### src/rtl/elev_pkg.sv
// Shared definitions for the elevator timing slice.
//   state_t       : arbiter FSM states (IDLE, RUN, DONE)
//   CLK_HZ_DEFAULT: board clock frequency
//   TICK_HZ_MS    : millisecond tick rate
//   REQ_*         : requester index assignments on the req/grant/done vectors
package elev_pkg;

  typedef enum logic [1:0] {
    ST_IDLE,
    ST_RUN,
    ST_DONE
  } state_t;

  localparam int CLK_HZ_DEFAULT = 50_000_000;
  localparam int TICK_HZ_MS     = 1000;

  localparam int unsigned REQ_DOOR   = 0;
  localparam int unsigned REQ_TRAVEL = 1;
  localparam int unsigned REQ_IDLE   = 2;

endpackage

### src/rtl/rr_pick.sv
// Combinational round-robin first-set search.
//   i_req   : N-bit request vector
//   i_ptr   : index where the search starts (must be < N)
//   o_idx   : first set index at or above i_ptr, wrapping to 0
//   o_valid : at least one request is set
module rr_pick #(
  parameter int N  = 3,
  parameter int IW = (N > 1) ? $clog2(N) : 1
) (
  input  logic [N-1:0]  i_req,
  input  logic [IW-1:0] i_ptr,
  output logic [IW-1:0] o_idx,
  output logic          o_valid
);

  logic [IW-1:0] w_j;

  always_comb begin
    o_valid = 1'b0;
    o_idx   = '0;
    w_j     = '0;
    for (int unsigned k = 0; k < N; k++) begin
      w_j = IW'((32'(i_ptr) + k) % N);
      if (!o_valid && i_req[w_j]) begin
        o_valid = 1'b1;
        o_idx   = w_j;
      end
    end
  end

endmodule

### src/rtl/elev_timer_arb.sv
// Shared millisecond interval timer arbitrated round-robin between N requesters.
//   clk_in    : board clock
//   rst       : synchronous reset, active-high
//   req       : level request per requester, held until done or cancel
//   dur       : packed durations in ticks, slice i = dur[i*DW +: DW]
//   grant     : one-hot current timer owner
//   done      : one-cycle completion pulse to the owner
//   busy      : timer owned (state != IDLE)
//   remaining : ticks left for the current owner, 0 when idle
module elev_timer_arb
  import elev_pkg::*;
#(
  parameter int CLK_HZ  = CLK_HZ_DEFAULT,
  parameter int TICK_HZ = TICK_HZ_MS,
  parameter int N       = 3,
  parameter int DW      = 16
) (
  input  logic            clk_in,
  input  logic            rst,
  input  logic [N-1:0]    req,
  input  logic [N*DW-1:0] dur,
  output logic [N-1:0]    grant,
  output logic [N-1:0]    done,
  output logic            busy,
  output logic [DW-1:0]   remaining
);

  localparam int PRE = CLK_HZ / TICK_HZ;
  localparam int PW  = $clog2(PRE);
  localparam int IW  = (N > 1) ? $clog2(N) : 1;

  state_t        r_state;
  logic [PW-1:0] r_pre;
  logic [IW-1:0] r_ptr;
  logic [IW-1:0] r_owner;

  logic [IW-1:0] w_pick;
  logic          w_valid;
  logic [DW-1:0] w_dur;
  logic [IW-1:0] w_next;
  logic          w_tick;
  logic          w_cancel;
  logic          w_finish;

  rr_pick #(.N(N), .IW(IW)) u_pick (
    .i_req   (req),
    .i_ptr   (r_ptr),
    .o_idx   (w_pick),
    .o_valid (w_valid)
  );

  assign w_dur  = dur[w_pick*DW +: DW];
  assign w_next = (r_owner == IW'(N - 1)) ? '0 : r_owner + 1'b1;
  assign w_tick = (r_pre == PW'(PRE - 1));

  // A zero-duration grant sits in RUN for its single grant cycle with
  // remaining==0 and finishes unconditionally; otherwise a dropped request
  // cancels before the final tick can complete.
  assign w_cancel = !req[r_owner] && (remaining != '0);
  assign w_finish = (remaining == '0) ||
                    (req[r_owner] && w_tick && remaining == DW'(1));

  always_ff @(posedge clk_in) begin
    if (rst) begin
      r_state   <= ST_IDLE;
      r_pre     <= '0;
      r_ptr     <= '0;
      r_owner   <= '0;
      grant     <= '0;
      done      <= '0;
      busy      <= 1'b0;
      remaining <= '0;
    end else begin
      case (r_state)
        ST_IDLE: begin
          done <= '0;
          if (w_valid) begin
            r_owner   <= w_pick;
            grant     <= N'(1) << w_pick;
            remaining <= w_dur;
            r_pre     <= '0;
            busy      <= 1'b1;
            r_state   <= ST_RUN;
          end else begin
            grant     <= '0;
            busy      <= 1'b0;
            remaining <= '0;
          end
        end
        ST_RUN: begin
          if (w_finish) begin
            done      <= grant;
            grant     <= '0;
            remaining <= '0;
            r_pre     <= '0;
            r_ptr     <= w_next;
            r_state   <= ST_DONE;
          end else if (w_cancel) begin
            grant     <= '0;
            remaining <= '0;
            busy      <= 1'b0;
            r_pre     <= '0;
            r_ptr     <= w_next;
            r_state   <= ST_IDLE;
          end else if (w_tick) begin
            r_pre     <= '0;
            remaining <= remaining - 1'b1;
          end else begin
            r_pre <= r_pre + 1'b1;
          end
        end
        ST_DONE: begin
          done    <= '0;
          busy    <= 1'b0;
          r_state <= ST_IDLE;
        end
        default: r_state <= ST_IDLE;
      endcase
    end
  end

endmodule

### config.mk
export PLATFORM = sky130hd
export DESIGN_NAME = elev_timer_arb
export DESIGN_NICKNAME = d
export VERILOG_FILES = /design/src/rtl/elev_pkg.sv /design/src/rtl/rr_pick.sv /design/src/rtl/elev_timer_arb.sv
export SDC_FILE = /design/constraint.sdc
export NUM_CORES = 1
export LEC_CHECK = 0
export ABC_AREA = 1
export BUFFER_PORTS_ARGS = -buffer_cell sky130_fd_sc_hd__buf_2
export CORE_MARGIN = 5
export CORE_UTILIZATION = 40
export DETAILED_ROUTE_END_ITERATION = 7
export SYNTH_ARGS = -nofsm -noshare
export SYNTH_HDL_FRONTEND = slang
export SYNTH_HIERARCHICAL = 1
export SYNTH_SLANG_ARGS = --single-unit
### constraint.sdc
create_clock -name clk_in -period 3.2 [get_ports clk_in]
set_clock_uncertainty 0.05 [all_clocks]
set_input_delay 0.16 -clock clk_in [delete_from_list [all_inputs] [get_ports clk_in]]
set_output_delay 0.16 -clock clk_in [all_outputs]
set_load 0.005 [all_outputs]
Word-level counts from Yosys, hierarchy flattened
Index checks and enable logic that the tools add are counted.
{"block": "word_totals", "output_inout_bits": 23, "inputBits": 53, "elab_cells": 99, "reg_bits": 45}
{"block": "op_classes", "n_addsub": 5, "n_reduce_logical": 25, "shifts": 2, "n_eq_ne": 11, "n_div": 3, "n_lt_le_gt_ge": 4, "muxes": 41}
{"operator": "$mux W16", "count": 8}
{"operator": "$mod A32 B2 Y32 const B", "count": 2}
{"operator": "$pmux W16 S2", "count": 2}
{"operator": "$shiftx A48 B7 Y16", "count": 1}
{"operator": "$mod A2 B2 Y32 const B", "count": 1}
{"operator": "$mux W2", "count": 9}
{"operator": "$add A16 B1 Y16 const B", "count": 1}
{"operator": "$eq A16 B1 Y1 const B", "count": 1}
{"operator": "$eq A16 B16 Y1 const B", "count": 1}
{"operator": "$logic_not A16 Y1", "count": 1}
{"operator": "$reduce_bool A16 Y1", "count": 1}
{"operator": "$sub A16 B1 Y16 const B", "count": 1}
{"operator": "$reduce_and A2 Y1", "count": 7}
{"operator": "$lt A2 B3 Y1 const B", "count": 4}
{"operator": "$mux W3", "count": 4}
{"operator": "$pmux W3 S2", "count": 2}
{"operator": "$mux W1", "count": 10}
{"operator": "$bmux W1 S2", "count": 4}
{"operator": "$ne A2 B2 Y1 const B", "count": 3}
{"operator": "$reduce_bool A2 Y1", "count": 3}
{"operator": "$logic_and A1 B1 Y1", "count": 5}
{"operator": "$eq A2 B2 Y1 const B", "count": 2}
{"operator": "$ne A4 B4 Y1 const B", "count": 1}
{"operator": "$pmux W2 S2", "count": 1}
{"operator": "14 further kinds", "count": 16}

Depth between registers and ports, before layout
Gate-level depths: netlist (run 1).
{"block": "depth", "depth_word": 13, "depth_mapped": 20, "ltp_nobuf": 20}

Hierarchy
Netlist (run 1), hierarchy kept.
{"mod": "elev_timer_arb", "cells_per_inst": 543, "area_each_um2": 3265.6, "instances": 1, "seq_area_each_um2": 900.9}
{"mod": "rr_pick", "cells_per_inst": 51, "area_each_um2": 240.2, "instances": 1, "seq_area_each_um2": 0.0}

Worst setup path after synthesis (run 1)
Ideal clock, no wire load.
{"block": "synth_path", "path_kind": "register to register", "start": "register r_ptr[0]", "end": "register r_pre[7]", "slack_ps": 956, "path_buffers": 1, "path_stages_with_launch": 18, "required_ps": 3034, "t_arrival_ps": 2079, "path_cell_list": "dfxtp_1 -> inv_1 -> ha_1 -> inv_2 -> nand2_1 -> nand3_1 -> nand2_1 -> nand2_1 -> or2_1 -> inv_1 -> nand2_1 -> nand2_2 -> inv_2 -> buf_2 -> nand2_1 -> nor2_1 -> xor2_1 -> nor2_1"}
{"block": "synth_between", "elab_chain_len": 12, "word_cells_on_any_way": 20, "classes_between": "add/sub (2); div (3); eq/ne (1); mux (9); reduce/logical (5)"}
{"element": "start, declared", "line": "elev_timer_arb.sv:34", "source": "logic [IW-1:0] r_ptr;"}
{"element": "start signal, assigned", "line": "elev_timer_arb.sv:96", "source": "r_ptr <= w_next;"}
{"element": "start signal, assigned", "line": "elev_timer_arb.sv:103", "source": "r_ptr <= w_next;"}
{"element": "branches (longest 9 deep; another with $mod A32 B2 Y32)"}
{"element": "$mux W1 *", "line": "rr_pick.sv:24", "source": "if (!o_valid && i_req[w_j]) begin"}
{"element": "net w_valid", "line": "elev_timer_arb.sv:38", "source": "logic w_valid;"}
{"element": "$ne A2 B1 Y1 (no line) *"}
{"element": "$reduce_and A2 Y1 (no line) *"}
{"element": "end signal, assigned", "line": "elev_timer_arb.sv:109", "source": "r_pre <= r_pre + 1'b1;"}
{"element": "end, declared", "line": "elev_timer_arb.sv:33", "source": "logic [PW-1:0] r_pre;"}
Mark *: on every way through the listed nets, which the timed path passes. The select of a mux whose other input is x is not followed.
A chain may end at the register's enable or synchronous reset.

Worst setup path in the final report (run 1)
{"block": "layout_path", "start": "register r_ptr[0]", "end": "register r_pre[15]"}
Same word-level chain as after synthesis.

==> flow_summary.toml, run 1 <==
[clock_network]
cts_tree = "built"
cts_buffers = 5
htreeDepth = 2
numClockSinks = 45
clkLatencyLatePin_ns = 0.31
ctsHoldBuffers = 0
cts_resized = 0
clk_pin_slew_ns = 0.10
cts_root_buf = "clkbuf_8"
postCtsSetupBuffers = 0
max-clock-path-buffers = 2

[route]
wl_met3_um = 448
drcViolationCount = 0
drt_iter0_markers = 191
ant_nets = 0
met1_length_mm = 4.82
first_pass_iters = 4
vias_per_cell = 4.89
dr_total_vias = 3787
routedWlPerCell_um = 12.4
highest_layer = "met4"
wl_met2_mm = 4.29
wirelength_mm = 9.63

[worst_setup_path]
critPathArrivalTime_ns = 2.90
timing.rr.end = "r_pre[15]$_SDFFE_PP0P_"
r2r_start = "r_ptr[0]$_SDFFE_PP0P_"
slowest_delay_ns = 0.39
endpoint_kind = "register"
crit_buf_inv = 5
cp-start-kind = "register"
crit_path_frequent_cell = "inv_1"
critPathMaxFanout = 12
required_ns = 3.32
worstSetupPathType = "register to register"
path_cells = "inv_1 -> ha_1 -> inv_1 -> nand2_1 -> inv_1 -> nor2_1 -> a21oi_1 -> or2_1 -> inv_1 -> nand2_1 -> nand2_2 -> inv_2 -> nand4_1 -> nor2_1 -> nand3_1 -> xor2_1 -> nor2_1"
reg2reg_setup_slack_ns = 0.43
cp-startpoint = "r_ptr[0]$_SDFFE_PP0P_"
rr_worst_depth = 17
cpLargestDelayFamily = "simple AND/OR/NAND/NOR gates"
slowest_stage = "dfxtp_1"

[job]
cap_violations = 0

[worst_hold_path]
holdCritStartpoint = "dur[18]"
worstHoldPathType = "input port to register"
min_path_cells = 5
min_to = "remaining[2]$_SDFFE_PP0P_"

[power]
pwr-share-clk_pct = 10.4
swShare_pct = 54.1
pwr-share-seq_pct = 22.2
power_leakage_nw = 2.14
p_int_w = 0.00174
power.density_nw_per_um2 = 932
ir_worst_vdd_mv = 0.415
comb_power_share_pct = 67.4
p_sw_w = 0.00205

[global_routing]
grt_pass1_vias = 3613
grt_overflow = 0
track_usage_pct = 17.7
grt_antenna_before_repair = 0
grt_max_degree = 29
grt_first_pass_wirelength_mm = 16.4

[synth]
ys_seq_elements = 45
netlist_area_um2 = 3510
ys_seq_area_share_pct = 25.7
synthCells = 594
synth.avg_cell_area_um2 = 5.90
yosysWarnings = 6
ys_types = 30
syn_nets = 658

[die]
num_rows = 34
initial_core_util_pct = 40.6
die_h_um = 104
die_x_um = 104
core_um2 = 8640
ioPinCount = 76
die_area_um2 = 10700

[cells_and_area]
layout_commonest_cell = "nand2_1"
layout_common_cells = "165 x nand2_1, 84 x inv_1, 80 x nand3_1"
drive_above_1_share_pct = 17.0
utilization_pct = 47.0
num_antenna_cells = 0
area.growth.synth_to_final_pct = 15.8
fillers = 922
nNetsFinal = 729

[timing]
relSlewSlack_pct = 54.4
min_period_over_period_pct = 86.7
period_needed_ns = 2.77
timing.fmax_mhz = 361
rsz0062_at_grt = "false"
finalSetupViolCount = 0
setup-tns-final_ns = 0
drv_slew = 0
tightestPinTransition_ns = 0.684
hold_viol = 0

[place]
place_hpwl_mm = 7.52
place.gp.congestion = 0.893
port_buffers = 75

[status]
status = "completed"
==> metal layers <==
layer / up-vias / global-route usage, %
met5: - / 0
met2: 95 / 28.8
met4: 0 / 5.06
li1: 2000 / -
met3: 6 / 2.55
met1: 1686 / 24.2
==> how the worst max path moves through the flow <==
| stage | to | slack (ns) | cells after the start |
|---|---|---|---|
| CTS | r_pre[15]$_SDFFE_PP0P_ | 0.46 | 17 |
| global route | r_pre[15]$_SDFFE_PP0P_ | 0.04 | 17 |
| global placement | remaining[9]$_SDFFE_PP0P_ | 0.57 | 17 |
| finish | r_pre[15]$_SDFFE_PP0P_ | 0.43 | 17 |
| detailed placement | remaining[2]$_SDFFE_PP0P_ | 0.48 | 17 |
| floorplan | r_pre[7]$_SDFFE_PP0P_ | 0.96 | 17 |
==> flip-flops by register name, indices dropped and copies added (netlist names) <==
name	flops
done	3
r_ptr	2
busy	1
remaining	16
r_state	2
r_pre	16
r_owner	2
grant	3
==> worst register-to-register path, cell delays in order (launching register included) <==
cell     delay (ns)
dfxtp_1        0.39
inv_1          0.06
ha_1           0.24
inv_1          0.16
nand2_1        0.07
inv_1          0.08
nor2_1         0.04
a21oi_1        0.17
or2_1          0.19
inv_1          0.09
nand2_1        0.12
nand2_2        0.11
inv_2          0.18
nand4_1        0.17
nor2_1         0.21
nand3_1        0.11
xor2_1         0.14
nor2_1         0.05
==> through the flow <==
stage | power [W] | area, µm² | worst slack [ns] | hold WS (ns) | std cells
detailed placement | 0.00339 | 3960 | 0.484 | 0.418 | 766
global placement | 0.00337 | 3960 | 0.568 | 0.420 | 766
floorplan | 0.00276 | 3510 | 0.956 | 0.334 | 594
finish | 0.00379 | 4060 | 0.426 | 0.149 | 774
CTS | 0.00380 | 4060 | 0.459 | 0.132 | 774
global route | 0.00422 | 4060 | 0.0387 | 0.160 | 774
==> logic make-up (layout without fill, tap and decap cells) <==
logic type / count (synthesis) / in the layout / synth area share, %
simple gates: 361 / 361 / 45.8
fa+ha+maj: 11 / 11 / 3.93
compound gates: 54 / 54 / 8.17
xor+xnor: 16 / 16 / 4.00
flops: 45 / 45 / 25.7
buf+inv: 107 / 179 / 12.4
==> power by group through the flow <==
stage / Combinational [W] / Sequential (W) / Clock (W)
2_1_floorplan: 0.00193 / 0.000826 / 0
3_5_place_dp: 0.00253 / 0.000853 / 0
4_1_cts: 0.00255 / 0.000840 / 0.000414
5_1_grt: 0.00292 / 0.000859 / 0.000437
6_report: 0.00255 / 0.000840 / 0.000395
3_3_place_gp: 0.00251 / 0.000852 / 0
==> synthesized netlist by cell type <==
library cell  instances  share of area (%)
nand2_2               3               0.54
a31oi_1               2               0.36
clkbuf_1              7               0.75
a21oi_1              33                4.7
nand4_1               8                1.4
buf_6                 3               0.96
and3_1                1               0.18
clkinv_2              1               0.14
nor2_1               78                8.4
nand2_1             165                 18
nor3b_1               5                1.1
or2_1                 1               0.18
buf_2                 5               0.71
ha_1                 11                3.9
nand3_1              80                 11
o21ai_1               1               0.14
o21ai_0              14                2.0
xnor2_1               2               0.50
o21a_1                1               0.21
a221oi_1              3               0.75
nor2_4                3               0.96
dfxtp_1              45                 26
nor3_1                5               0.71
nor2_2                6                1.1
nand4_4               1               0.61
xor2_1               14                3.5
inv_2                 6               0.64
inv_1                84                9.0
nand2_4               5                1.6
buf_4                 1               0.21
==> layout make-up <==
class	instances	area (µm²)	area share [%]
Multi-Input combinational cell	442	2170	53.4
Sequential cell	45	901	22.2
Timing Repair Buffer	80	413	10.2
Inverter	91	343	8.44
Tap cell	108	135	3.33
Clock buffer	6	82.6	2.03
Clock inverter	2	17.5	0.431
(Power assumes the default switching activity.)
==> run 2, diff against run 1 <==
==> constraint.sdc (replaced) <==
create_clock -name clk_in -period 2.3 [get_ports clk_in]
set_clock_uncertainty 0.05 [all_clocks]
set_input_delay 0.115 -clock clk_in [delete_from_list [all_inputs] [get_ports clk_in]]
set_output_delay 0.115 -clock clk_in [all_outputs]
set_load 0.005 [all_outputs]
==> flow_summary.toml, run 2 (synthesized netlist as in run 1, its figures left out) <==
[cells_and_area]
nNetsFinal = 762
reg.largest.list = "r_pre x16, remaining x16"
layout_common_cells = "156 x nand2_1, 76 x inv_1, 75 x nand3_1, 75 x buf_2, 70 x nor2_1"
fillers = 890
utilization_pct = 52.6
area.growth.synth_to_final_pct = 29.5
drive_above_1_share_pct = 26.5
layout_commonest_cell = "nand2_1"
num_antenna_cells = 0

[die]
die_x_um = 104
core_um2 = 8640
ioPinCount = 76
die_h_um = 104
die_area_um2 = 10700
num_rows = 34
initial_core_util_pct = 40.6

[clock_network]
cts_tree = "built"
clkLatencyLatePin_ns = 0.30
numClockSinks = 45
ctsHoldBuffers = 0
clk_pin_slew_ns = 0.09
max-clock-path-buffers = 2
htreeDepth = 2
cts_buffers = 5
cts_root_buf = "clkbuf_8"

[timing]
relSlewSlack_pct = 74.4
timing.fmax_mhz = 448
rsz0062_at_grt = "true"
hold_viol = 0
min_period_over_period_pct = 97.1
drv_slew = 0
finalSetupViolCount = 0
tightestPinTransition_ns = 0.380
period_needed_ns = 2.23

[route]
first_pass_iters = 4
drcViolationCount = 0
vias_per_cell = 4.85
ant_nets = 0
dr_total_vias = 3912
drt_iter0_markers = 237
routedWlPerCell_um = 12.6
wirelength_mm = 10.2

[worst_setup_path]
slowest_delay_ns = 0.34
cp-start-kind = "register"
slowest_stage = "dfxtp_2"
required_ns = 2.46
worstSetupPathType = "register to register"
critPathMaxFanout = 5
path_cells = "buf_4 -> ha_4 -> inv_2 -> nand2_1 -> nand3_1 -> nand2_2 -> nand2_1 -> inv_1 -> nand3_1 -> nand2_4 -> inv_2 -> nor2_4 -> buf_6 -> and3_1 -> a221oi_2 -> nand3_1 -> nand2_1 -> inv_1"
critPathArrivalTime_ns = 2.40
endpoint_kind = "register"

[place]
place_hpwl_mm = 7.84
port_buffers = 75
place.gp.congestion = 0.872

[power]
ir_worst_vdd_mv = 0.655
p_total_w = 0.00626
power_leakage_nw = 2.34
power.density_nw_per_um2 = 1380

[global_routing]
grt_max_degree = 28
grt_antenna_before_repair = 0
track_usage_pct = 18.2
grt_first_pass_wirelength_mm = 17.0
grt_pass1_vias = 3692
grt_overflow = 0

[job]
cap_violations = 0

[worst_hold_path]
worstHoldPathType = "input port to register"

[status]
status = "completed"
-- run 2: cell types whose count changed in the layout (fill, tap and decap cells not counted), sizes merged --
cell | previous run | this run
buf | 80 | 113
inv | 91 | 89
bufinv | 0 | 1
clkinvlp | 0 | 1
-- run 2: power by group --
| group | switching, W | total [W] | internal [W] |
|---|---|---|---|
| clock network | 0.000288 | 0.000641 | 0.000354 |
| registers | 0.000211 | 0.00118 | 0.000965 |
| logic | 0.00265 | 0.00444 | 0.00179 |
| total | 0.00315 | 0.00626 | 0.00311 |
-- run 2: area by class of cell --
type,count,area [µm²],area share [%]
clock buffers,6,82.6,1.82
clock inverters,2,37.5,0.827
inverters,91,350,7.72
multi-input cells,442,2330,51.3
flip-flops and latches,45,906,20.0
well taps,108,135,2.98
repair buffers,113,699,15.4
-- run 2: per-stage QoR --
stage	TNS [ns]	instances	cell area, µm²	hold WS (ns)	setup slack, ns
2_1_floorplan	0	594	3510	0.289	0.0555
3_3_place_gp	-0.563	790	4150	0.408	-0.0816
3_5_place_dp	-1.66	790	4150	0.412	-0.199
4_1_cts	0	799	4330	0.0804	0.00738
5_1_grt	-0.794	807	4540	0.0900	-0.0650
6_report	0	807	4540	0.0898	0.0665
-- run 2: final timing paths --
path | from | endpoint | slack [ns] | depth (start not counted)
max | r_ptr[0]$_SDFFE_PP0P_ | remaining[7]$_SDFFE_PP0P_ | 0.07 | 18
min | dur[25] | remaining[9]$_SDFFE_PP0P_ | 0.09 | 5
max reg2reg | r_ptr[0]$_SDFFE_PP0P_ | remaining[7]$_SDFFE_PP0P_ | 0.07 | 18
min reg2reg | done[0]$_SDFFE_PP0P_ | done[0]$_SDFFE_PP0P_ | 0.43 | 2
-- run 2: worst max-delay path, delay by kind of cell (launching register included) --
kind / cells / cell delay (ns)
buffers and inverters: 6 / 0.49
AND/OR/NAND/NOR: 10 / 0.86
AO/OA/AOI/OAI: 1 / 0.22
flip-flops: 1 / 0.34
adder cells (fa/ha/maj): 1 / 0.17
-- run 2: metal layers --
| metal | wire length, µm | part of all wire, % | vias up | track usage [%] |
|---|---|---|---|---|
| li1 | - | - | 2068 | - |
| met1 | 4920 | 48 | 1744 | 26.2 |
| met2 | 4650 | 46 | 92 | 28.8 |
| met3 | 514 | 5.1 | 8 | 2.99 |
| met4 | 87 | 0.85 | 0 | 3.47 |
| met5 | 0 | 0 | - | 0 |
-- run 2: repair_timing --
item / in CTS / in global routing
pin swaps: 1 / 18
resized for setup: 12 / 51
setup endpoints to repair: 23 / 29
gates cloned: 0 / 2
setup buffers: 1 / 6
